`src/rtl/eth_pkg.sv`:
```
// Shared Ethernet TX/RX definitions: framing constants, CRC-32 parameters,
// byte-counter width, framer state encoding and FCS byte selection.
package eth_pkg;

  localparam logic [7:0]  ETH_PREAMBLE = 8'h55;
  localparam logic [7:0]  ETH_SFD      = 8'hD5;
  localparam logic [31:0] CRC32_POLY   = 32'hEDB88320;
  localparam logic [31:0] CRC32_INIT   = 32'hFFFFFFFF;

  // Frame byte counter width; the counter saturates at its all-ones value.
  localparam int unsigned BYTE_CNT_W = 11;

  typedef enum logic [2:0] {
    IDLE,
    PRE,
    SFD,
    SEG,
    PAD,
    FCS,
    IFG
  } eth_tx_state_t;

  // FCS is the inverted CRC register sent least-significant byte first.
  function automatic logic [7:0] fcs_byte(input logic [31:0] crc,
                                          input logic [1:0]  idx);
    logic [31:0] w_inv;
    w_inv = ~crc;
    return w_inv[8*idx +: 8];
  endfunction

endpackage

```
`src/rtl/eth_tx_framer_crc32_d8.sv`:
```
// Combinational byte-wide update of a reflected CRC-32 (poly 0xEDB88320).
// Ports:
//   i_crc  [31:0]  current CRC register
//   i_data [7:0]   byte to absorb, bit 0 first
//   o_crc  [31:0]  CRC after absorbing i_data
module crc32_d8
  import eth_pkg::*;
(
  input  logic [31:0] i_crc,
  input  logic [7:0]  i_data,
  output logic [31:0] o_crc
);

  logic [31:0] w_crc;

  // Eight unrolled shift/xor steps of the reflected LFSR.
  always_comb begin
    w_crc = i_crc ^ {24'h000000, i_data};
    for (int i = 0; i < 8; i++) begin
      if (w_crc[0]) begin
        w_crc = (w_crc >> 1) ^ CRC32_POLY;
      end else begin
        w_crc = w_crc >> 1;
      end
    end
    o_crc = w_crc;
  end

endmodule

```
`src/rtl/eth_tx_framer.sv`:
```
// Ethernet transmit framer: preamble/SFD, concatenation of NUM_SEG byte
// sources in index order, zero padding to MIN_FRAME, CRC-32 FCS and IFG.
// Ports:
//   clk, rst          clock, asynchronous active-high reset
//   start             frame request, sampled only in IDLE
//   seg_data/valid/last  per-segment byte sources (segment i at [8i+7:8i])
//   seg_ready         one-hot, combinational consume strobe for segment i
//   tx_data/valid/err registered byte stream toward rgmii_tx
//   busy              high in every state except IDLE
//   frame_done        pulse with the last FCS byte of a good frame
//   underrun          pulse on a source stall mid-frame (abort)
//   oversize          pulse when MAX_FRAME would be exceeded (abort)
module eth_tx_framer
  import eth_pkg::*;
#(
  parameter int unsigned NUM_SEG      = 3,
  parameter int unsigned MIN_FRAME    = 60,
  parameter int unsigned MAX_FRAME    = 1514,
  parameter int unsigned PREAMBLE_LEN = 7,
  parameter int unsigned IFG_LEN      = 12
) (
  input  logic                 clk,
  input  logic                 rst,
  input  logic                 start,
  input  logic [NUM_SEG*8-1:0] seg_data,
  input  logic [NUM_SEG-1:0]   seg_valid,
  input  logic [NUM_SEG-1:0]   seg_last,
  output logic [NUM_SEG-1:0]   seg_ready,
  output logic [7:0]           tx_data,
  output logic                 tx_valid,
  output logic                 tx_err,
  output logic                 busy,
  output logic                 frame_done,
  output logic                 underrun,
  output logic                 oversize
);

  localparam int unsigned IDX_W = (NUM_SEG > 1) ? $clog2(NUM_SEG) : 1;
  localparam int unsigned PRE_W = $clog2(PREAMBLE_LEN + 1);
  localparam int unsigned IFG_W = $clog2(IFG_LEN + 1);

  localparam logic [IDX_W-1:0]      LAST_IDX = IDX_W'(NUM_SEG - 1);
  localparam logic [BYTE_CNT_W-1:0] MIN_CNT  = BYTE_CNT_W'(MIN_FRAME);
  localparam logic [BYTE_CNT_W-1:0] MAX_CNT  = BYTE_CNT_W'(MAX_FRAME);
  localparam logic [BYTE_CNT_W-1:0] SAT_CNT  = '1;

  eth_tx_state_t         r_state;
  logic [PRE_W-1:0]      r_pre_cnt;
  logic [IFG_W-1:0]      r_ifg_cnt;
  logic [1:0]            r_fcs_idx;
  logic [IDX_W-1:0]      r_seg_idx;
  logic [BYTE_CNT_W-1:0] r_byte_cnt;
  logic [31:0]           r_crc;
  logic [7:0]            r_tx_data;
  logic                  r_tx_valid;
  logic                  r_tx_err;
  logic                  r_busy;
  logic                  r_frame_done;
  logic                  r_underrun;
  logic                  r_oversize;

  logic                  w_cur_valid;
  logic                  w_cur_last;
  logic [7:0]            w_cur_data;
  logic                  w_take;
  logic [7:0]            w_crc_din;
  logic [31:0]           w_crc_next;
  logic [BYTE_CNT_W-1:0] w_cnt_inc;

  // Select the active segment's source signals.
  always_comb begin
    w_cur_valid = 1'b0;
    w_cur_last  = 1'b0;
    w_cur_data  = 8'h00;
    for (int i = 0; i < NUM_SEG; i++) begin
      if (r_seg_idx == IDX_W'(i)) begin
        w_cur_valid = seg_valid[i];
        w_cur_last  = seg_last[i];
        w_cur_data  = seg_data[8*i +: 8];
      end
    end
  end

  // A byte is taken only in SEG and only while it still fits in MAX_FRAME.
  assign w_take = (r_state == SEG) && w_cur_valid && (r_byte_cnt < MAX_CNT);

  always_comb begin
    seg_ready = '0;
    for (int i = 0; i < NUM_SEG; i++) begin
      seg_ready[i] = w_take && (r_seg_idx == IDX_W'(i));
    end
  end

  assign w_crc_din = (r_state == PAD) ? 8'h00 : w_cur_data;
  assign w_cnt_inc = (r_byte_cnt == SAT_CNT) ? r_byte_cnt
                                             : r_byte_cnt + BYTE_CNT_W'(1);

  crc32_d8 u_crc (
    .i_crc  (r_crc),
    .i_data (w_crc_din),
    .o_crc  (w_crc_next)
  );

  // Framer FSM; each edge registers the byte chosen by the current state.
  always_ff @(posedge clk or posedge rst) begin
    if (rst) begin
      r_state      <= IDLE;
      r_pre_cnt    <= '0;
      r_ifg_cnt    <= '0;
      r_fcs_idx    <= '0;
      r_seg_idx    <= '0;
      r_byte_cnt   <= '0;
      r_crc        <= CRC32_INIT;
      r_tx_data    <= 8'h00;
      r_tx_valid   <= 1'b0;
      r_tx_err     <= 1'b0;
      r_busy       <= 1'b0;
      r_frame_done <= 1'b0;
      r_underrun   <= 1'b0;
      r_oversize   <= 1'b0;
    end else begin
      r_tx_data    <= 8'h00;
      r_tx_valid   <= 1'b0;
      r_tx_err     <= 1'b0;
      r_frame_done <= 1'b0;
      r_underrun   <= 1'b0;
      r_oversize   <= 1'b0;

      case (r_state)
        IDLE: begin
          r_busy <= start;
          if (start) begin
            // The first preamble byte leaves on the same edge that samples start.
            r_tx_data  <= ETH_PREAMBLE;
            r_tx_valid <= 1'b1;
            r_pre_cnt  <= PRE_W'(1);
            r_state    <= (PREAMBLE_LEN > 1) ? PRE : SFD;
          end
        end

        PRE: begin
          r_tx_data  <= ETH_PREAMBLE;
          r_tx_valid <= 1'b1;
          r_pre_cnt  <= r_pre_cnt + PRE_W'(1);
          if (r_pre_cnt == PRE_W'(PREAMBLE_LEN - 1)) begin
            r_state <= SFD;
          end
        end

        SFD: begin
          r_tx_data  <= ETH_SFD;
          r_tx_valid <= 1'b1;
          r_crc      <= CRC32_INIT;
          r_seg_idx  <= '0;
          r_byte_cnt <= '0;
          r_fcs_idx  <= '0;
          r_state    <= SEG;
        end

        SEG: begin
          if (!w_cur_valid) begin
            // Source stall: one error symbol, then abandon the frame.
            r_tx_valid <= 1'b1;
            r_tx_err   <= 1'b1;
            r_underrun <= 1'b1;
            r_ifg_cnt  <= '0;
            r_state    <= IFG;
          end else if (!w_take) begin
            r_tx_valid <= 1'b1;
            r_tx_err   <= 1'b1;
            r_oversize <= 1'b1;
            r_ifg_cnt  <= '0;
            r_state    <= IFG;
          end else begin
            r_tx_data  <= w_cur_data;
            r_tx_valid <= 1'b1;
            r_crc      <= w_crc_next;
            r_byte_cnt <= w_cnt_inc;
            if (w_cur_last) begin
              if (r_seg_idx == LAST_IDX) begin
                r_state <= (w_cnt_inc < MIN_CNT) ? PAD : FCS;
              end else begin
                r_seg_idx <= r_seg_idx + IDX_W'(1);
              end
            end
          end
        end

        PAD: begin
          r_tx_valid <= 1'b1;
          r_crc      <= w_crc_next;
          r_byte_cnt <= w_cnt_inc;
          if (w_cnt_inc >= MIN_CNT) begin
            r_state <= FCS;
          end
        end

        FCS: begin
          r_tx_data  <= fcs_byte(r_crc, r_fcs_idx);
          r_tx_valid <= 1'b1;
          r_fcs_idx  <= r_fcs_idx + 2'd1;
          if (r_fcs_idx == 2'd3) begin
            r_frame_done <= 1'b1;
            r_ifg_cnt    <= '0;
            r_state      <= IFG;
          end
        end

        IFG: begin
          r_ifg_cnt <= r_ifg_cnt + IFG_W'(1);
          if (r_ifg_cnt == IFG_W'(IFG_LEN - 1)) begin
            r_busy  <= 1'b0;
            r_state <= IDLE;
          end
        end

        default: begin
          r_busy  <= 1'b0;
          r_state <= IDLE;
        end
      endcase
    end
  end

  assign tx_data    = r_tx_data;
  assign tx_valid   = r_tx_valid;
  assign tx_err     = r_tx_err;
  assign busy       = r_busy;
  assign frame_done = r_frame_done;
  assign underrun   = r_underrun;
  assign oversize   = r_oversize;

endmodule

```
`config.mk`:
```
export PLATFORM = sky130hd
export DESIGN_NAME = eth_tx_framer
export DESIGN_NICKNAME = d
export VERILOG_FILES = /design/src/rtl/eth_pkg.sv /design/src/rtl/eth_tx_framer_crc32_d8.sv /design/src/rtl/eth_tx_framer.sv
export SDC_FILE = /design/constraint.sdc
export NUM_CORES = 1
export LEC_CHECK = 0
export ABC_AREA = 1
export CORE_MARGIN = 2
export CORE_UTILIZATION = 29
export DETAILED_ROUTE_END_ITERATION = 8
export DONT_BUFFER_PORTS = 1
export PLACE_DENSITY_LB_ADDON = 0.15
export SETUP_SLACK_MARGIN = 0.1
export SYNTH_ARGS = -nofsm -noshare
export SYNTH_HDL_FRONTEND = slang
export SYNTH_SLANG_ARGS = --single-unit
export TNS_END_PERCENT = 10
```
`constraint.sdc`:
```
create_clock -name clk -period 2.7 [get_ports clk]
set_input_delay 0.54 -clock clk [delete_from_list [all_inputs] [get_ports clk]]
set_output_delay 0.54 -clock clk [all_outputs]
set_load 0.005 [all_outputs]
```
==> results of run 1 <==
[registers in the layout, indices dropped and copies added (netlist names)]
signal / cells
underrun: 1
tx_data: 8
r_pre_cnt: 3
frame_done: 1
r_ifg_cnt: 4
busy: 1
r_fcs_idx: 2
r_state: 3
r_crc: 32
r_byte_cnt: 11
r_seg_idx: 2
oversize: 1
tx_valid: 1
tx_err: 1
[timing repair]
action                     in CTS  in global routing
setup endpoints to repair       9                 40
setup buffers                   3                  1
gates resized for setup         9                 26
pin swaps                       2                  3
[power by group]
part           switching (uW)  internal [uW]
sequential                282           1510
clock                     498            718
combinational            4080           2010
[cell type report]
cell class / instances / area, um2 / area share, %
Multi-Input combinational cell: 523 / 2880 / 49.7
Sequential cell: 71 / 1820 / 31.4
Inverter: 96 / 370 / 6.40
Tap cell: 225 / 282 / 4.87
Clock buffer: 11 / 233 / 4.02
Timing Repair Buffer: 16 / 148 / 2.55
Clock inverter: 5 / 60.1 / 1.04
[worst max-delay path: cells and delay by family, from the launching register on]
| family | cells | cell delay, ns |
|---|---|---|
| AND/OR/NAND/NOR | 7 | 0.59 |
| flip-flops | 1 | 0.45 |
| buffers and inverters | 5 | 0.40 |
| adder cells (fa/ha/maj) | 1 | 0.15 |
[stage by stage]
| step | instance area, um2 | util [%] | hold slack (ns) | setup WS (ns) | std cells |
|---|---|---|---|---|---|
| floorplan | 5080 | - | 0.434 | 0.416 | 708 |
| global placement | 5350 | 31.0 | 0.453 | 0.0876 | 927 |
| detailed placement | 5350 | 31.0 | 0.476 | 0.107 | 927 |
| CTS | 5700 | 33.1 | 0.180 | 0.0927 | 946 |
| global route | 5790 | 33.6 | 0.188 | 0.0862 | 947 |
| finish | 5790 | 33.6 | 0.153 | 0.227 | 947 |
[worst min path at each step]
| stage | startpoint | to | slack, ns | cells after the start |
|---|---|---|---|---|
| 6_report | rst | frame_done$_DFF_PP0_ | 0.15 | 2 |
| 5_1_grt | rst | frame_done$_DFF_PP0_ | 0.19 | 2 |
| 4_1_cts | rst | frame_done$_DFF_PP0_ | 0.18 | 2 |
| 3_5_place_dp | r_pre_cnt[2]$_DFFE_PP0P_ | r_pre_cnt[2]$_DFFE_PP0P_ | 0.48 | 1 |
| 3_3_place_gp | r_pre_cnt[2]$_DFFE_PP0P_ | r_pre_cnt[2]$_DFFE_PP0P_ | 0.45 | 1 |
| 2_1_floorplan | r_pre_cnt[2]$_DFFE_PP0P_ | r_pre_cnt[2]$_DFFE_PP0P_ | 0.43 | 1 |
[synth_stat cells (7+ instances only)]
cell,count
inv_2,14
o21ai_0,32
nand2_2,9
dfrtp_1,39
nand2_1,204
ha_1,8
dfstp_2,32
nand4_1,12
a21oi_1,30
xor2_1,25
o22ai_1,16
o21ai_1,7
nor2_1,37
inv_1,81
xnor2_1,9
nand3_1,75
[kinds of logic (layout without fill, tap and decap cells)]
group / after synthesis / count (layout) / synth area share, %
fa+ha+maj: 8 / 8 / 1.97
simple gates: 372 / 372 / 33.6
buf+inv: 114 / 128 / 9.44
flops: 71 / 71 / 35.8
xor+xnor: 37 / 37 / 7.05
compound gates: 106 / 106 / 12.2
[layer usage]
| layer | GRT usage, % | wire [um] | share of wire [%] | vias up |
|---|---|---|---|---|
| met2 | 27.8 | 7120 | 46 | 134 |
| li1 | - | - | - | 2311 |
| met5 | 0 | 0 | 0 | - |
| met1 | 24.4 | 7510 | 48 | 2291 |
| met3 | 2.35 | 736 | 4.7 | 14 |
| met4 | 5.84 | 208 | 1.3 | 0 |
==> flow_metrics.py, run 1 <==
metrics = {
    "yosys": {
        "postSynthAreaPerCell_um2": 7.17,
        "ys_seq_elements": 71,
        "yosysUniqueCellTypes": 43,
        "ys_seq_area_share_pct": 35.8,
        "synth_top_cell_by_area": "dfrtp_1",
        "syn-num-nets": 749,
        "synth_top_area_share_pct": 19.2,
        "synth-main-ff-cell": "dfrtp_1",
        "ys.warnings.count": 0,
        "synth_area_mm2": 0.00508,
        "synth_edf_count": 0,
        "synthTopCellsByArea": "dfrtp_1 (19%), dfstp_2 (17%), nand2_1 (15%)",
        "synthArstFlopShare_pct": 100,
        "syn_inst": 708,
    },
    "worst_setup_path": {
        "crit_path_end_kind": "primary output",
        "crit_path_max_incr_delay_ns": 0.45,
        "cpMaxStageDelayCell": "dfrtp_2",
        "r2r_start": "r_seg_idx[1]$_DFFE_PP0P_",
        "worstSetupStartpointType": "register",
        "r2r_end": "r_crc[25]$_DFFE_PP1P_",
        "crit_chain": "inv_4 -> ha_4 -> inv_2 -> nor2_4 -> nand2_1 -> nand2_1 -> nand2_1 -> inv_2 -> nand2_4 -> nor2_4 -> buf_8 -> inv_2 -> nor2_2",
        "path_max_fanout": 3,
        "crit_arrival_ns": 1.93,
        "cp-startpoint": "r_seg_idx[1]$_DFFE_PP0P_",
        "r2r_cells": 17,
        "endpoint": "seg_ready[2]",
        "r2r_slack_ns": 0.31,
        "worstSetupPathType": "register to primary output",
        "worstPathRequired_ns": 2.16,
    },
    "grt": {
        "antenna_found_initial": 0,
        "grt_pass1_vias": 4585,
        "overflow": 0,
        "grt_max_degree": 72,
        "grt_first_pass_wirelength_mm": 24.9,
        "track_usage_pct": 17.5,
    },
    "sta": {
        "timing.final.crit_share_pct": 91.6,
        "rsz0062_at_grt": "yes",
        "slew_headroom_pct": 61.4,
        "setup_viol": 0,
        "clock_skew_ns": 0.0109,
        "setup_tns_ns": 0,
        "period_minus_slack_ns": 2.47,
        "max_clock_freq_mhz": 404,
        "worst_pin_slew_ns": 0.578,
        "drv_slew": 0,
        "hold_viol": 0,
    },
    "hold_path": {
        "hp-class": "input port to async pin",
    },
    "clock_tree": {
        "cts_tree": "built",
        "h-tree-depth": 3,
        "clk_latency_ns": 0.35,
        "clkSlewWorstSetupHoldPaths_ns": 0.07,
        "clk_path_buf_depth": 2,
        "cts_buffers": 9,
        "root_buffer": "clkbuf_16",
        "clock_sinks": 71,
        "cts_hold_buf": 0,
    },
    "die": {
        "placementRows": 48,
        "die_area_mm2": 0.0186,
        "fp.dieW_um": 136,
        "core_area_mm2": 0.0172,
        "fp.dieH_um": 136,
        "initial_core_util_pct": 29.5,
        "io_pins": 50,
    },
    "layout": {
        "final_cell_mix": "nand2_1 (198), nand3_1 (75), inv_1 (74), dfrtp_1 (38), nor2_1 (34)",
        "syn_to_final_growth_pct": 13.9,
        "diodes": 0,
        "layout-drive-gt1-share_pct": 18.1,
        "final_common_cell": "nand2_1",
        "fill_cells": 1833,
        "fin_nets": 758,
    },
    "power": {
        "power.density_mw_per_mm2": 1570,
        "max-vdd-ir-drop_v": 0.000483,
        "total_power_uw": 9090,
        "p_leak_uw": 0.00274,
    },
    "run": {
        "drv_cap": 0,
    },
    "placed_design": {
        "io_buffers": 0,
        "place_congestion": 0.894,
        "hpwlAfterDp_mm": 11.2,
    },
    "route": {
        "routed_wirelength_mm": 15.6,
        "drt_pre_antenna_iters": 5,
        "postRouteAntennaNets": 0,
        "vias_per_cell": 5.02,
        "drt_iter0_drc": 343,
        "routedWlPerCell_um": 16.4,
        "vias": 4750,
        "drc": 0,
    },
    "run_status": {
        "outcome": "finished clean",
    },
}
Note: power is estimated with default switching activity, not from simulation.
==> run 2, diff against run 1 <==
--- a/config.mk
+++ b/config.mk
@@ -10,7 +10,7 @@
 export CORE_UTILIZATION = 29
 export DETAILED_ROUTE_END_ITERATION = 8
 export DONT_BUFFER_PORTS = 1
-export PLACE_DENSITY_LB_ADDON = 0.15
+export GPL_TIMING_DRIVEN = 0
 export SETUP_SLACK_MARGIN = 0.1
 export SYNTH_ARGS = -nofsm -noshare
 export SYNTH_HDL_FRONTEND = slang
==> run 2 against run 1 <==
Net effect:
- sequential power about the same
- final cell count increased by 1.3%
- routed wire length shrank 9.8%
- worst hold slack lost 0.083 ns
- die area did not move
- utilization increased by 0.22 points
- critical path depth stayed put
- worst setup slack improved by 0.014 ns
- design area is 0.65% higher
- critical path type unchanged
- highest routed layer unchanged
==> flow_metrics.py, run 2 (synthesis gave the netlist of run 1 again) <==
metrics = {
    "die": {
        "fp.dieW_um": 136,
        "placementRows": 48,
        "initial_core_util_pct": 29.5,
        "fp.dieH_um": 136,
        "io_pins": 50,
        "die_area_mm2": 0.0186,
        "core_area_mm2": 0.0172,
    },
    "power": {
        "power.density_mw_per_mm2": 1530,
        "p_leak_uw": 0.00278,
        "max-vdd-ir-drop_v": 0.000510,
    },
    "run_status": {
        "outcome": "finished clean",
    },
    "route": {
        "drt_iter0_drc": 330,
        "routed_wirelength_mm": 14.1,
        "drt_pre_antenna_iters": 5,
        "routedWlPerCell_um": 14.7,
        "vias_per_cell": 4.87,
        "vias": 4673,
        "drc": 0,
        "postRouteAntennaNets": 0,
    },
    "run": {
        "drv_cap": 0,
    },
    "worst_setup_path": {
        "crit_arrival_ns": 1.92,
        "worstPathRequired_ns": 2.16,
        "crit_path_frequent_cell": "nand2_1",
        "path_max_fanout": 3,
        "worstSetupPathType": "register to primary output",
        "worst-path-buf-inv": 5,
        "crit_path_max_incr_delay_ns": 0.41,
        "r2r_slack_ns": 0.25,
        "worstSetupStartpointType": "register",
        "crit_path_end_kind": "primary output",
        "cpMaxStageDelayCell": "dfrtp_1",
        "crit_chain": "inv_2 -> ha_4 -> inv_1 -> nor2_4 -> nand2_1 -> nand2_1 -> nand2_1 -> inv_2 -> nand2_2 -> nor2_4 -> clkbuf_8 -> inv_1 -> nor2_2",
        "cp_top_family": "simple AND/OR/NAND/NOR gates",
    },
    "grt": {
        "antenna_found_initial": 0,
        "overflow": 0,
        "gr-usage-met2_pct": 24.7,
        "track_usage_pct": 15.7,
        "grt_first_pass_wirelength_mm": 22.3,
        "met1_usage_pct": 20.9,
        "grt_busiest_layer": "met2",
        "grt_max_degree": 37,
        "grt_pass1_vias": 4308,
        "grtUsageMet3_pct": 3.24,
    },
    "sta": {
        "hold_viol": 0,
        "timing.final.crit_share_pct": 91.1,
        "max_clock_freq_mhz": 407,
        "worst_pin_slew_ns": 0.543,
        "setup_tns_ns": 0,
        "drv_slew": 0,
        "clock_skew_ns": 0.00984,
        "timing.hold.ws_ns": 0.0698,
        "slew_headroom_pct": 63.6,
        "setup_viol": 0,
        "period_minus_slack_ns": 2.46,
        "rsz0062_at_grt": "yes",
    },
    "layout": {
        "diodes": 0,
        "final_cell_mix": "nand2_1 (198), inv_1 (76), nand3_1 (75), dfrtp_1 (39), nor2_1 (34)",
        "layout-drive-gt1-share_pct": 18.7,
        "largest_reg_flops": 32,
        "fill_cells": 1796,
        "final_common_cell": "nand2_1",
        "regMostFlops": "r_crc",
        "fin_nets": 770,
        "syn_to_final_growth_pct": 14.7,
    },
    "clock_tree": {
        "cts_hold_buf": 0,
        "h-tree-depth": 3,
        "clk_path_buf_depth": 2,
        "clock_sinks": 71,
        "cts_buffers": 9,
        "root_buffer": "clkbuf_16",
        "clk_latency_ns": 0.35,
        "cts_tree": "built",
        "clkSlewWorstSetupHoldPaths_ns": 0.07,
    },
    "placed_design": {
        "place_congestion": 0.895,
        "io_buffers": 0,
        "hpwlAfterDp_mm": 10.5,
    },
    "hold_path": {
        "hp-class": "input port to async pin",
    },
}
[run 2: path summary, 6_finish.rpt]
check                                         startpoint                        end  cells past startpoint
worst max-delay path            r_seg_idx[1]$_DFFE_PP0P_               seg_ready[1]                     13
worst min-delay path                                 rst  r_byte_cnt[4]$_DFFE_PP0P_                      1
worst max register to register  r_seg_idx[0]$_DFFE_PP0P_      r_crc[29]$_DFFE_PP1P_                     16
worst min register to register  r_pre_cnt[2]$_DFFE_PP0P_   r_pre_cnt[2]$_DFFE_PP0P_                      1
max in group asynchronous                            rst       r_crc[4]$_DFFE_PP1P_                      2
min in group clk                            seg_data[23]       tx_data[7]$_DFF_PP0_                      3
[run 2: layout make-up]
class,count,area (um2),area share [%]
buffer,18,138,2.36
clock buffer,9,225,3.87
clock inverter,7,71.3,1.22
inverter,96,365,6.27
multi-input combinational,523,2840,48.7
sequential,71,1820,31.2
tap,225,282,4.83
timing repair buffer,10,87.6,1.50
[run 2: through the flow]
step                      utilization [%]  total power (uW)  worst slack (ns)  cells  area [um2]
after global placement               31.1              7300            -0.581    933        5360
after detailed placement             31.2              7360           -0.0183    934        5380
after floorplan                         -              6070             0.416    708        5080
final                                33.8              8900             0.241    959        5820
after global routing                 33.8              9730            0.0874    959        5820
after CTS                            33.2              8650             0.115    953        5720
[run 2: routing by layer]
layer	share of wire (%)	vias up	wire (um)
li1	-	2343	-
met1	47	2193	6650
met2	45	117	6350
met3	5.4	20	756
met4	2.1	0	301
met5	0	-	0
[run 2: worst reg2reg max path, stage by stage, from the launching register on]
cell      delay, ns
dfrtp_1        0.39
inv_2          0.10
ha_2           0.22
inv_2          0.04
or2_0          0.19
nand2_1        0.09
inv_2          0.04
nand2_2        0.10
nor2_4         0.05
buf_4          0.14
nor2_2         0.14
inv_2          0.08
o21ai_4        0.18
inv_4          0.12
clkbuf_4       0.25
o21ai_0        0.19
inv_1          0.07
[run 2: power breakdown]
part / internal, uW / switching, uW
Clock: 653 / 553
Sequential: 1510 / 269
Combinational: 2000 / 3920
[run 2: repair_timing]
action | CTS | global route
setup buffers | 3 | 6
setup endpoints to repair | 3 | 43
pin swaps | 2 | 5
resized for setup | 8 | 20
